File: src/rtl/mul_wt_pipe.sv
// mul_wt_pipe -- pipelined W x W multiplier built from a carry-save
// compressor tree (rows of 3:2 full adders, level by level, down to two
// rows) and a final 2W-bit carry-propagate adder.
//
// Optional feature macro: MUL_WT_SIGNED_EN
//   defined   : per-op two's-complement mode (tc) using modified Baugh-Wooley;
//               tc travels with each op so signed/unsigned may interleave.
//   undefined : tc is ignored, every op is unsigned, no tc flops exist.
//
// Ports
//   clk, rst            clock, synchronous active-high reset
//   in_valid/in_ready   operand handshake (in_ready = !out_valid || out_ready)
//   a, b                W-bit operands
//   tc                  two's-complement select (signed build only)
//   in_tag              opaque tag carried with the op
//   out_valid/out_ready result handshake
//   result              2W-bit exact product
//   out_tag             tag of the op currently on result
//
// Parameters: W (4..32), STAGES (1..4, = latency), TAG_W (>=1).
module mul_wt_pipe #(
  parameter int W      = 8,
  parameter int STAGES = 2,
  parameter int TAG_W  = 4
) (
  input  logic               clk,
  input  logic               rst,
  input  logic               in_valid,
  output logic               in_ready,
  input  logic [W-1:0]       a,
  input  logic [W-1:0]       b,
  input  logic               tc,
  input  logic [TAG_W-1:0]   in_tag,
  output logic               out_valid,
  input  logic               out_ready,
  output logic [2*W-1:0]     result,
  output logic [TAG_W-1:0]   out_tag
);

  localparam int W2 = 2 * W;

  // Carry-save state: up to W rows of 2W bits. Rows past the live count are 0.
  typedef logic [W-1:0][W2-1:0] rows_t;

  // Row count after one 3:2 level: each group of three becomes two.
  function automatic int rows_after(input int n);
    return 2 * (n / 3) + (n % 3);
  endfunction

  // Live rows entering reduction level s.
  function automatic int rows_at(input int s);
    int n;
    n = W;
    for (int i = 0; i < s; i++) n = rows_after(n);
    return n;
  endfunction

  function automatic int calc_levels();
    int n, l;
    n = W;
    l = 0;
    for (int i = 0; i < 64; i++) begin
      if (n > 2) begin
        n = rows_after(n);
        l++;
      end
    end
    return l;
  endfunction

  localparam int NLEV  = calc_levels();
  localparam int NSTEP = NLEV + 1;  // reduction levels plus the final adder

  // One level of row-wise 3:2 compression. Leftover rows (n mod 3) pass
  // through untouched; carries shift left and the bit leaving column 2W-1
  // is dropped, which is harmless because the product is taken mod 2^2W.
  function automatic rows_t csa_level(input rows_t x, input int n);
    rows_t y;
    int    o;
    y = '0;
    o = 0;
    for (int g = 0; g < W / 3; g++) begin
      if (3 * g + 2 < n) begin
        y[o]     = x[3*g] ^ x[3*g+1] ^ x[3*g+2];
        y[o+1]   = ((x[3*g] & x[3*g+1]) | (x[3*g] & x[3*g+2]) |
                    (x[3*g+1] & x[3*g+2])) << 1;
        o += 2;
      end
    end
    for (int i = 0; i < W; i++) begin
      if (i >= 3 * (n / 3) && i < n) begin
        y[o] = x[i];
        o++;
      end
    end
    return y;
  endfunction

  // Step s < NLEV is a compression level; step NLEV is the final CPA.
  // The Baugh-Wooley constant at column 2W-1 is applied here: adding 2^(2W-1)
  // modulo 2^2W is just a flip of the MSB, gated by this stage's tc.
  function automatic rows_t do_step(input rows_t x, input int s, input logic t);
    rows_t y;
    y = '0;
    if (s < NLEV) begin
      y = csa_level(x, rows_at(s));
    end else begin
      y[0] = (x[0] + x[1]) ^ {t, {(W2-1){1'b0}}};
    end
    return y;
  endfunction

  logic w_tc_in;

`ifdef MUL_WT_SIGNED_EN
  localparam bit SGN = 1'b1;
  assign w_tc_in = tc;
`else
  localparam bit SGN = 1'b0;
  logic w_unused_tc;
  assign w_unused_tc = tc;
  assign w_tc_in     = 1'b0;
`endif

  logic w_adv;
  assign w_adv    = !out_valid || out_ready;
  assign in_ready = w_adv;

  // Partial products. In signed mode terms with exactly one operand MSB are
  // inverted, and the column-W constant rides in row 0's free bit W.
  rows_t w_pp;
  always_comb begin
    w_pp = '0;
    for (int j = 0; j < W; j++) begin
      for (int i = 0; i < W; i++) begin
        w_pp[j][i+j] = (a[i] & b[j]) ^ (w_tc_in & ((i == W-1) != (j == W-1)));
      end
    end
    w_pp[0][W] = w_tc_in;
  end

  // Inputs to each rank's combinational segment.
  rows_t              w_src_rows [STAGES];
  logic [STAGES-1:0]  w_src_vld;
  logic [STAGES-1:0]  w_src_tc;
  logic [TAG_W-1:0]   w_src_tag  [STAGES];

  assign w_src_rows[0] = w_pp;
  assign w_src_vld[0]  = in_valid;
  assign w_src_tc[0]   = w_tc_in;
  assign w_src_tag[0]  = in_tag;

  // Rank r evaluates steps S0..S1 then registers. Steps are divided evenly;
  // the last rank always finishes with the final adder.
  for (genvar r = 0; r < STAGES; r++) begin : g_rank
    localparam int S0 = (r * NSTEP) / STAGES;
    localparam int S1 = ((r + 1) * NSTEP) / STAGES - 1;

    rows_t w_seg;
    always_comb begin
      w_seg = w_src_rows[r];
      for (int s = S0; s <= S1; s++) w_seg = do_step(w_seg, s, w_src_tc[r]);
    end

    if (r < STAGES - 1) begin : g_mid
      rows_t              r_rows;
      logic               r_vld;
      logic [TAG_W-1:0]   r_tag;

      always_ff @(posedge clk) begin
        if (rst) begin
          r_rows <= '0;
          r_vld  <= 1'b0;
          r_tag  <= '0;
        end else if (w_adv) begin
          r_rows <= w_seg;
          r_vld  <= w_src_vld[r];
          r_tag  <= w_src_tag[r];
        end
      end

      assign w_src_rows[r+1] = r_rows;
      assign w_src_vld[r+1]  = r_vld;
      assign w_src_tag[r+1]  = r_tag;

      if (SGN) begin : g_tc
        logic r_tc;
        always_ff @(posedge clk) begin
          if (rst)        r_tc <= 1'b0;
          else if (w_adv) r_tc <= w_src_tc[r];
        end
        assign w_src_tc[r+1] = r_tc;
      end else begin : g_notc
        assign w_src_tc[r+1] = 1'b0;
      end
    end else begin : g_last
      logic [W2-1:0]    r_res;
      logic             r_vld;
      logic [TAG_W-1:0] r_tag;

      always_ff @(posedge clk) begin
        if (rst) begin
          r_res <= '0;
          r_vld <= 1'b0;
          r_tag <= '0;
        end else if (w_adv) begin
          r_res <= w_seg[0];
          r_vld <= w_src_vld[r];
          r_tag <= w_src_tag[r];
        end
      end

      assign result    = r_res;
      assign out_valid = r_vld;
      assign out_tag   = r_tag;
    end
  end

endmodule
File: config.mk
export PLATFORM = sky130hd
export DESIGN_NAME = mul_wt_pipe
export DESIGN_NICKNAME = d
export VERILOG_FILES = /design/src/rtl/mul_wt_pipe.sv
export SDC_FILE = /design/constraint.sdc
export NUM_CORES = 1
export LEC_CHECK = 0
export ABC_CLOCK_PERIOD_IN_PS = 4100
export CAP_MARGIN = 40
export CORE_MARGIN = 2
export CORE_UTILIZATION = 45
export DETAILED_ROUTE_END_ITERATION = 16
export PLACE_DENSITY = 0.66
export SYNTH_ARGS = -nofsm -noshare
export SYNTH_HDL_FRONTEND = slang
export SYNTH_SLANG_ARGS = --single-unit
File: constraint.sdc
create_clock -name clk -period 4.1 [get_ports clk]
set_input_delay 0.82 -clock clk [delete_from_list [all_inputs] [get_ports clk]]
set_output_delay 0.82 -clock clk [all_outputs]
set_load 0.02 [all_outputs]
# --- Word-level counts from Yosys, hierarchy flattened ---
# Index checks and enable logic that the tools add are counted.
word_totals:
  regBits: 88
  in_bits: 25
  output_inout_bits: 22
  word_cells: 118
classes:
  n_addsub: 1
  bitwise: 106
  n_reduce_logical: 2
op_table:
  columns: ["cell", "n"]
  rows:
  - ["15-bit bitwise OR", 9]
  - ["15-bit bitwise AND", 7]
  - ["16-bit XOR", 5]
  - ["1-bit bitwise AND", 64]
  - ["16-bit adder", 1]
  - ["16-bit by 13-bit XOR with 16-bit output", 1]
  - ["16-bit by 14-bit XOR with 16-bit output", 1]
  - ["16-bit by 15-bit XOR with 16-bit output", 1]
  - ["10-bit by 15-bit bitwise AND with 15-bit output", 1]
  - ["11-bit by 15-bit bitwise AND with 15-bit output", 1]
  - ["14-bit by 15-bit bitwise AND with 15-bit output", 1]
  - ["15-bit by 14-bit bitwise AND with 15-bit output", 1]
  - ["15-bit by 13-bit bitwise OR with 15-bit output", 1]
  - ["11-bit by 13-bit bitwise AND with 13-bit output", 1]
  - ["12-bit by 13-bit bitwise AND with 13-bit output", 1]
  - ["12-bit by 13-bit XOR with 13-bit output", 1]
  - ["11-bit by 12-bit bitwise AND with 12-bit output", 1]
  - ["11-bit by 12-bit XOR with 12-bit output", 1]
  - ["10-bit by 11-bit bitwise AND with 11-bit output", 1]
  - ["8-bit by 10-bit bitwise AND with 10-bit output", 1]
  - ["9-bit by 10-bit bitwise AND with 10-bit output", 1]
  - ["10-bit bitwise OR", 1]
  - ["9-bit by 10-bit bitwise OR with 10-bit output", 1]
  - ["9-bit by 10-bit XOR with 10-bit output", 1]
  - ["other kinds (4)", 4]

# --- Longest topological paths before layout ---
# Gate-level depths: netlist of the first run.
depth:
  ltp_word: 7
  ltp_mapped: 10
  mapped_depth_nobuf: 10

# --- Least setup slack after synthesis of the first run ---
# OpenSTA, ideal clock, no wires.
synth_path:
  kind: "flip-flop to flip-flop"
  start: "register g_rank[0].g_mid.r_rows[5] (netlist bit)"
  end: "register g_rank[1].g_last.r_res[15], in the netlist result[15]"
  setup_time_ns: 0.131
  arrival_ns: 2.543
  required_time_ns: 3.969
  setup_slack_ns: 1.426
  path_stages_with_launch: 10
  path_buffers: 0
  period_less_slack_ns: 2.674
  cell_sequence: "dfxtp_1 > fa_1 > ha_1 > ha_1 > fa_1 > a21oi_2 > o211ai_2 > a41oi_1 > xor2_1 > o31ai_2"
synth_between:
  elab_chain_cells: 7
  elab_cells_between_ends: 14
  cone_classes: "add/sub: 1; bitwise: 13"
synth_lines:
  columns: ["element", "line_no", "source"]
  rows:
  - ["start: declaration", "166", "rows_t r_rows;"]
  - ["start signal: assignment", "176", "r_rows <= w_seg;"]
  - ["15-bit bitwise AND", "85", "y[o+1] = ((x[3*g] & x[3*g+1]) | (x[3*g] & x[3*g+2]) |"]
  - ["15-bit bitwise OR (2 in a row)", "85", null]
  - ["15-bit bitwise AND", "85", null]
  - ["15-bit bitwise OR (2 in a row)", "85", null]
  - ["16-bit adder *", "108", "y[0] = (x[0] + x[1]) ^ {t, {(W2-1){1'b0}}};"]
  - ["end signal: assignment", "207", "r_res <= w_seg[0];"]
  - ["end: declaration", "197", "logic [W2-1:0] r_res;"]
# Every way passes the cells marked *; elsewhere a longest branch is shown, timed or not.
# A chain may end at the register's enable or synchronous reset.

# --- Worst setup path in the final report of the first run ---
# Ends and elaborated chain as after synthesis.

==> results.md, run 1 <==
- Final net count: roughly 610
- Ant. Diodes: 0
- CP max-delay cell: fa_1
- Post-route setup TNS: 0 ns
- Net Count, Synth: roughly 580
- Post-Layout Inst Area: slightly below 5000 um2
- GRT Overall Usage: 0.179
- Drt total wl: around 8300 um
- Worst path cell trace: fa_1 -> ha_1 -> ha_1 -> fa_1 -> a21oi_2 -> o211ai_2 -> a41oi_1 -> xor2_1 -> o31ai_2
- Die Width: between 90 and 100 um
- Final Instance Count excl. Fillers: 637
- Initial Utilization: 0.467
- Skew final: between 0.01 and 0.015 ns
- Final worst slack: between 1 and 1.5 ns
- Endpoint type of the worst setup path: flip-flop
- Core ar.: just under 9000 um2
- Area grow syn2layout: 18.1%
- Hold Path Class: flip-flop to flip-flop
- Crit path largest cell delay: 0.49 ns
- Initial antenna violation count: 0
- Chip Height: between 90 and 100 um
- Worst-Skew Late Latency: 0.35 ns
- Final core occ: 0.551
- Vias in the first global route: about 3,000
- Hold WS: 0.450 ns
- Async S/R FF share, synth: 0
- Worst-Margin Slew: between 0.8 and 0.9 ns
- Clk root buf: clkbuf_8
- Max cap viols: 0
- RSZ-0062 raised after global routing: no
- Final setup vio count: 0
- Die area: approximately 9900 um2
- Buffers on Ports: 45
- Synth top area cells: dfxtp_1 (32%), fa_1 (19%), nand2_1 (12%)
- Post-CTS setup buffers: 0
- # DRC: 0
- Cts-stage hold buffer count: 0
- Routability cong.: between 0.8 and 0.9
- Fin crit share: 0.700
- Crit Path Category: flip-flop to flip-flop
- Outcome: finished, final reports clean
- Routed Antenna Nets: 0
- Mapped Avg Cell Area: roughly 8.4 um2
- Placed Instance Area: around 4600 um2
- Most common flop cell mapped by yosys: dfxtp_1
- Post-Syn Area: roughly 4000 um2
- Std-Cell Rows: 34
- GRT overflow: 0
- First-pass GRT wire length: ~14,000 um
- Dpl ws: approximately 1.1 ns
- Seq cells post-synth: 65
- Drt initial violations: ~120
- Post-synthesis sequential area ratio: 0.318
- DR WL/cell: between 10 and 15 um
- Post-synth cell types: 30
- Placed insts: just over 600
- Adder-Cell Fraction of Synth Area: 0.267
- Max IR drop VDD: approximately 0.15 mV
- Share of the synthesized area in the top cell type: 0.318
- CP required: 4.30 ns
- Most common cell after layout, fill and taps aside: nand2_1
- Slew Limit Fails: 0
- Mux share of post-synthesis cell area: 0
- FMAX: roughly 350 MHz
- Hold Violations, Final: 0
- CTS tree: yes
- Commonest cells after routing, fill and taps aside: nand2_1 (135), dfxtp_1 (65), a21oi_1 (64)
- Largest net degree at the start of global routing: 67
- Ports: 47
- Pwr/cell area: around 400 nW/um2
- Clock transition at path regs: 0.07 ns
- Post-synthesis xor/xnor area fraction: 0.0193
- Post-synth EDFFs: 0
- Area share of and/or/nand/nor cells after synthesis: 0.205
- Compound-cell area share of the yosys netlist: 0.121
- Leak: about 2.1 nW
- Slew HR: 0.461
- H-tree levels: 3
- CP Buf/Inv Count: 0
- First drt pass iteration count: 4
- Critical Path Fanout Max: 3
- Total power: roughly 1.9 mW
- Total CTS buffers: 9
- Largest area contributor in the netlist: dfxtp_1
- Largest family of logic cells by synthesized area: adder cells
- Startpoint Class: flip-flop
- Family with the most delay on the worst path: adder cells
- Min Tclk post-route: roughly 2.9 ns
- Ys Warns: 0
- Post-Syn Instances: 486
- Via count: 3,160
- Post-DP HPWL: just over 6000 um
- CTS resizes: 0
- Maximum root-to-sink buffer count: 2
- Share of cells above drive strength 1: 0.0529
- Worst Path Arrival: between 3 and 4 ns
- CTS sink cnt: 65
- Avg Vias per Cell: approximately 5
worst min-delay path, stage by stage (launching register included):
cell and delay, ns:
dfxtp_1 0.31, nand2_1 0.05, a21oi_1 0.05
Yosys cell counts (all sizes together), types with 5 or more instances:
cell    count
nand2     135
dfxtp      65
a21oi      65
and2       44
ha         25
xor2        7
nand3       5
a211oi      5
clkbuf     10
nor2        7
fa         39
buf        11
inv        51
logic make-up after synthesis:
| family | Yosys count |
|---|---|
| compound gates | 84 |
| buf+inv | 72 |
| flops | 65 |
| simple gates | 192 |
| xor+xnor | 9 |
| fa+ha+maj | 64 |
final timing paths:
path	from	end	slack [ns]	depth (start not counted)
setup / recovery	g_rank[0].g_mid.r_rows[5]	result[15]	1.23	9
hold / removal	g_rank[0].g_mid.r_tag[2]	g_rank[0].g_mid.r_tag[2]	0.45	2
setup reg to reg	g_rank[0].g_mid.r_rows[5]	result[15]	1.23	9
hold reg to reg	g_rank[0].g_mid.r_tag[2]	g_rank[0].g_mid.r_tag[2]	0.45	2
layer usage:
layer	track usage	part of all wire	vias to the layer above
li1	-	-	1602
met1	0.257	0.50	1473
met2	0.277	0.45	76
met3	0.0295	0.039	9
met4	0.0632	0.014	0
met5	0	0	-
power breakdown:
part	total [mW]	internal, mW	switching (mW)
sequential	0.733	0.700	0.0332
clock	0.604	0.358	0.245
combinational	0.558	0.248	0.310
total	1.90	1.31	0.589
area by class of cell:
class	instances	area, um2
well taps	108	135
inverters	51	191
repair buffers	48	468
clock inverters	5	78.8
clock buffers	11	141
fillers	830	3930
flip-flops and latches	65	1300
multi-input cells	349	2510
flip-flops by register name, indices dropped and copies added, names as in the netlist:
| name | cells |
|---|---|
| g_rank.g_mid.r_rows | 39 |
| g_rank.g_mid.r_tag | 4 |
| g_rank.g_mid.r_vld | 1 |
| out_tag | 4 |
| out_valid | 1 |
| result | 16 |
(Power assumes the default switching activity.)
==> run 2: changes to the inputs <==
--- a/config.mk
+++ b/config.mk
@@ -5,12 +5,12 @@
 export SDC_FILE = /design/constraint.sdc
 export NUM_CORES = 1
 export LEC_CHECK = 0
-export ABC_CLOCK_PERIOD_IN_PS = 4100
+export ABC_CLOCK_PERIOD_IN_PS = 2550
 export CAP_MARGIN = 40
 export CORE_MARGIN = 2
 export CORE_UTILIZATION = 45
 export DETAILED_ROUTE_END_ITERATION = 16
-export PLACE_DENSITY = 0.66
+export PLACE_DENSITY = 0.69
 export SYNTH_ARGS = -nofsm -noshare
 export SYNTH_HDL_FRONTEND = slang
 export SYNTH_SLANG_ARGS = --single-unit
==> constraint.sdc (replaced) <==
create_clock -name clk -period 2.55 [get_ports clk]
set_input_delay 0.51 -clock clk [delete_from_list [all_inputs] [get_ports clk]]
set_output_delay 0.51 -clock clk [all_outputs]
set_load 0.02 [all_outputs]
==> results.md, run 2 (synthesized netlist as in run 1, its figures left out) <==
- Outcome: finished, violations left
- Failing checks: negative setup slack
- Psw: between 1 and 1.5 mW
- Hold Path Class: flip-flop to flip-flop
- # DRC: 0
- Buffers on Ports: 45
- Switching Fraction: 0.333
- Endpoint type of the worst setup path: flip-flop
- Most common cell after layout, fill and taps aside: nand2_1
- Share of cells above drive strength 1: 0.159
- Clock network fraction of total power: 0.252
- Clock transition at path regs: around 0.070 ns
- Pwr/cell area: approximately 600 nW/um2
- Sequential share of power: 0.381
- Commonest cells after routing, fill and taps aside: nand2_1 (135), dfxtp_1 (60), a21oi_1 (59)
- Die Width: just under 100 um
- Fin crit share: 1.03
- Largest net degree at the start of global routing: 67
- Worst Path Arrival: between 2 and 3 ns
- Vias in the first global route: roughly 3,500
- RSZ-0062 raised after global routing: yes
- Clk root buf: clkbuf_8
- Area grow syn2layout: 26.5%
- Avg Vias per Cell: approximately 5
- FMAX: 382 MHz
- Chip Height: about 99 um
- Initial Utilization: 0.467
- Ant. Diodes: 0
- Post-DP HPWL: between 6000 and 7000 um
- Largest Register: g_rank.g_mid.r_rows
- Max reg flops: 39
- Std-Cell Rows: 34
- CTS tree: yes
- Critical Path Fanout Max: 4
- Min Tclk post-route: 2.62 ns
- CP required: between 2 and 3 ns
- Final net count: approximately 640
- Die area: roughly 10000 um2
- DR WL/cell: around 13 um
- Startpoint Class: flip-flop
- Drt initial violations: about 150
- Via count: 3,344
- GRT Overall Usage: 0.194
- Total CTS buffers: 9
- Total power: about 3.1 mW
- Leak: between 2 and 2.5 nW
- Hold WS: between 0.4 and 0.5 ns
- Logic pwr share: 0.367
- Max IR drop VDD: 0.419 mV
- Worst-Margin Slew: approximately 0.67 ns
- Slew HR: 0.554
- Routability cong.: between 0.7 and 0.8
- Skew final: between 0.01 and 0.015 ns
- Fillers: 801
- Worst-Skew Late Latency: approximately 0.35 ns
- Core ar.: 8760 um2
- Routed Antenna Nets: 0
- Final worst slack: -0.0698 ns
- Ports: 47
- Drt total wl: about 8600 um
- Maximum root-to-sink buffer count: 2
- Crit Path Category: flip-flop to flip-flop
- Pint: 2.07 mW
- First drt pass iteration count: 4
- CTS sink cnt: 65
- First-pass GRT wire length: approximately 15,000 um
- Max cap viols: 0
- Initial antenna violation count: 0
- Hold Violations, Final: 0
- Slew Limit Fails: 0
- Final setup vio count: 7
- GRT overflow: 0
- H-tree levels: 3
[run 2: repair_timing]
action                                  in CTS  in global routing
pin swaps                                   18                  6
gates resized for setup                     20                  5
hold buffers                                 0                  0
buffers inserted                             5                  1
endpoints found under the setup margin       6                  8
[run 2: worst paths after layout]
path                            depth (start not counted)                  startpoint  slack (ns)                         end
worst max register to register                         10  g_rank[0].g_mid.r_rows[41]       -0.07                  result[15]
worst min register to register                          2  g_rank[0].g_mid.r_rows[25]        0.45  g_rank[0].g_mid.r_rows[25]
worst min-delay path                                    2  g_rank[0].g_mid.r_rows[25]        0.45  g_rank[0].g_mid.r_rows[25]
worst max-delay path                                   10  g_rank[0].g_mid.r_rows[41]       -0.07                  result[15]
[run 2: area by class of cell]
type                            count  area, um2  share of cell area
Sequential cell                    65       1310               0.253
Clock buffer                       10        138              0.0266
Timing Repair Buffer               79        713               0.138
Multi-Input combinational cell    349       2650               0.511
Inverter                           51        191              0.0370
Tap cell                          108        135              0.0261
Clock inverter                      6       42.5             0.00822
[run 2: layer usage]
layer / up-vias / track usage / share of wire / wire length [um]
met5: - / 0 / 0 / 0
met4: 0 / 0.0548 / 0.012 / 99
met3: 14 / 0.0415 / 0.035 / 299
met2: 49 / 0.360 / 0.52 / 4490
met1: 1616 / 0.226 / 0.43 / 3700
li1: 1665 / - / - / -
[run 2: critical path, cell delays in order, from the launching register on]
cell and delay (ns):
dfxtp_2 0.34, inv_2 0.04, fa_1 0.50, fa_1 0.52
inv_2 0.05, ha_4 0.28, nand3_2 0.10, o211ai_4 0.25
a41oi_2 0.15, xor2_1 0.17, o31ai_2 0.16
[run 2: stage by stage]
step | cell area, um2 | utilization | worst slack, ns | TNS (ns) | cells
3_5_place_dp | 4840 | 0.552 | -0.134 | -1.39 | 646
3_3_place_gp | 4840 | 0.552 | -0.113 | -1.06 | 646
6_report | 5170 | 0.590 | -0.0698 | -0.282 | 668
2_1_floorplan | 4120 | - | 0.00151 | 0 | 486
4_1_cts | 5140 | 0.587 | -0.0510 | -0.183 | 667
5_1_grt | 5170 | 0.590 | -0.217 | -1.20 | 668
[run 2: power groups by stage]
stage / Combinational (mW) / Sequential, mW / Clock, mW
after global routing: 1.29 / 1.20 / 0.856
after global placement: 0.986 / 1.20 / 0
after detailed placement: 1.00 / 1.21 / 0
after CTS: 1.13 / 1.19 / 0.817
after floorplan: 0.566 / 1.26 / 0
final: 1.14 / 1.18 / 0.784
==> run 3: changes to the inputs <==
--- a/config.mk
+++ b/config.mk
@@ -5,7 +5,6 @@
 export SDC_FILE = /design/constraint.sdc
 export NUM_CORES = 1
 export LEC_CHECK = 0
-export ABC_CLOCK_PERIOD_IN_PS = 2550
 export CAP_MARGIN = 40
 export CORE_MARGIN = 2
 export CORE_UTILIZATION = 45
==> results of run 3 <==
Final layout, timing and power as in run 2 (identical DEF).
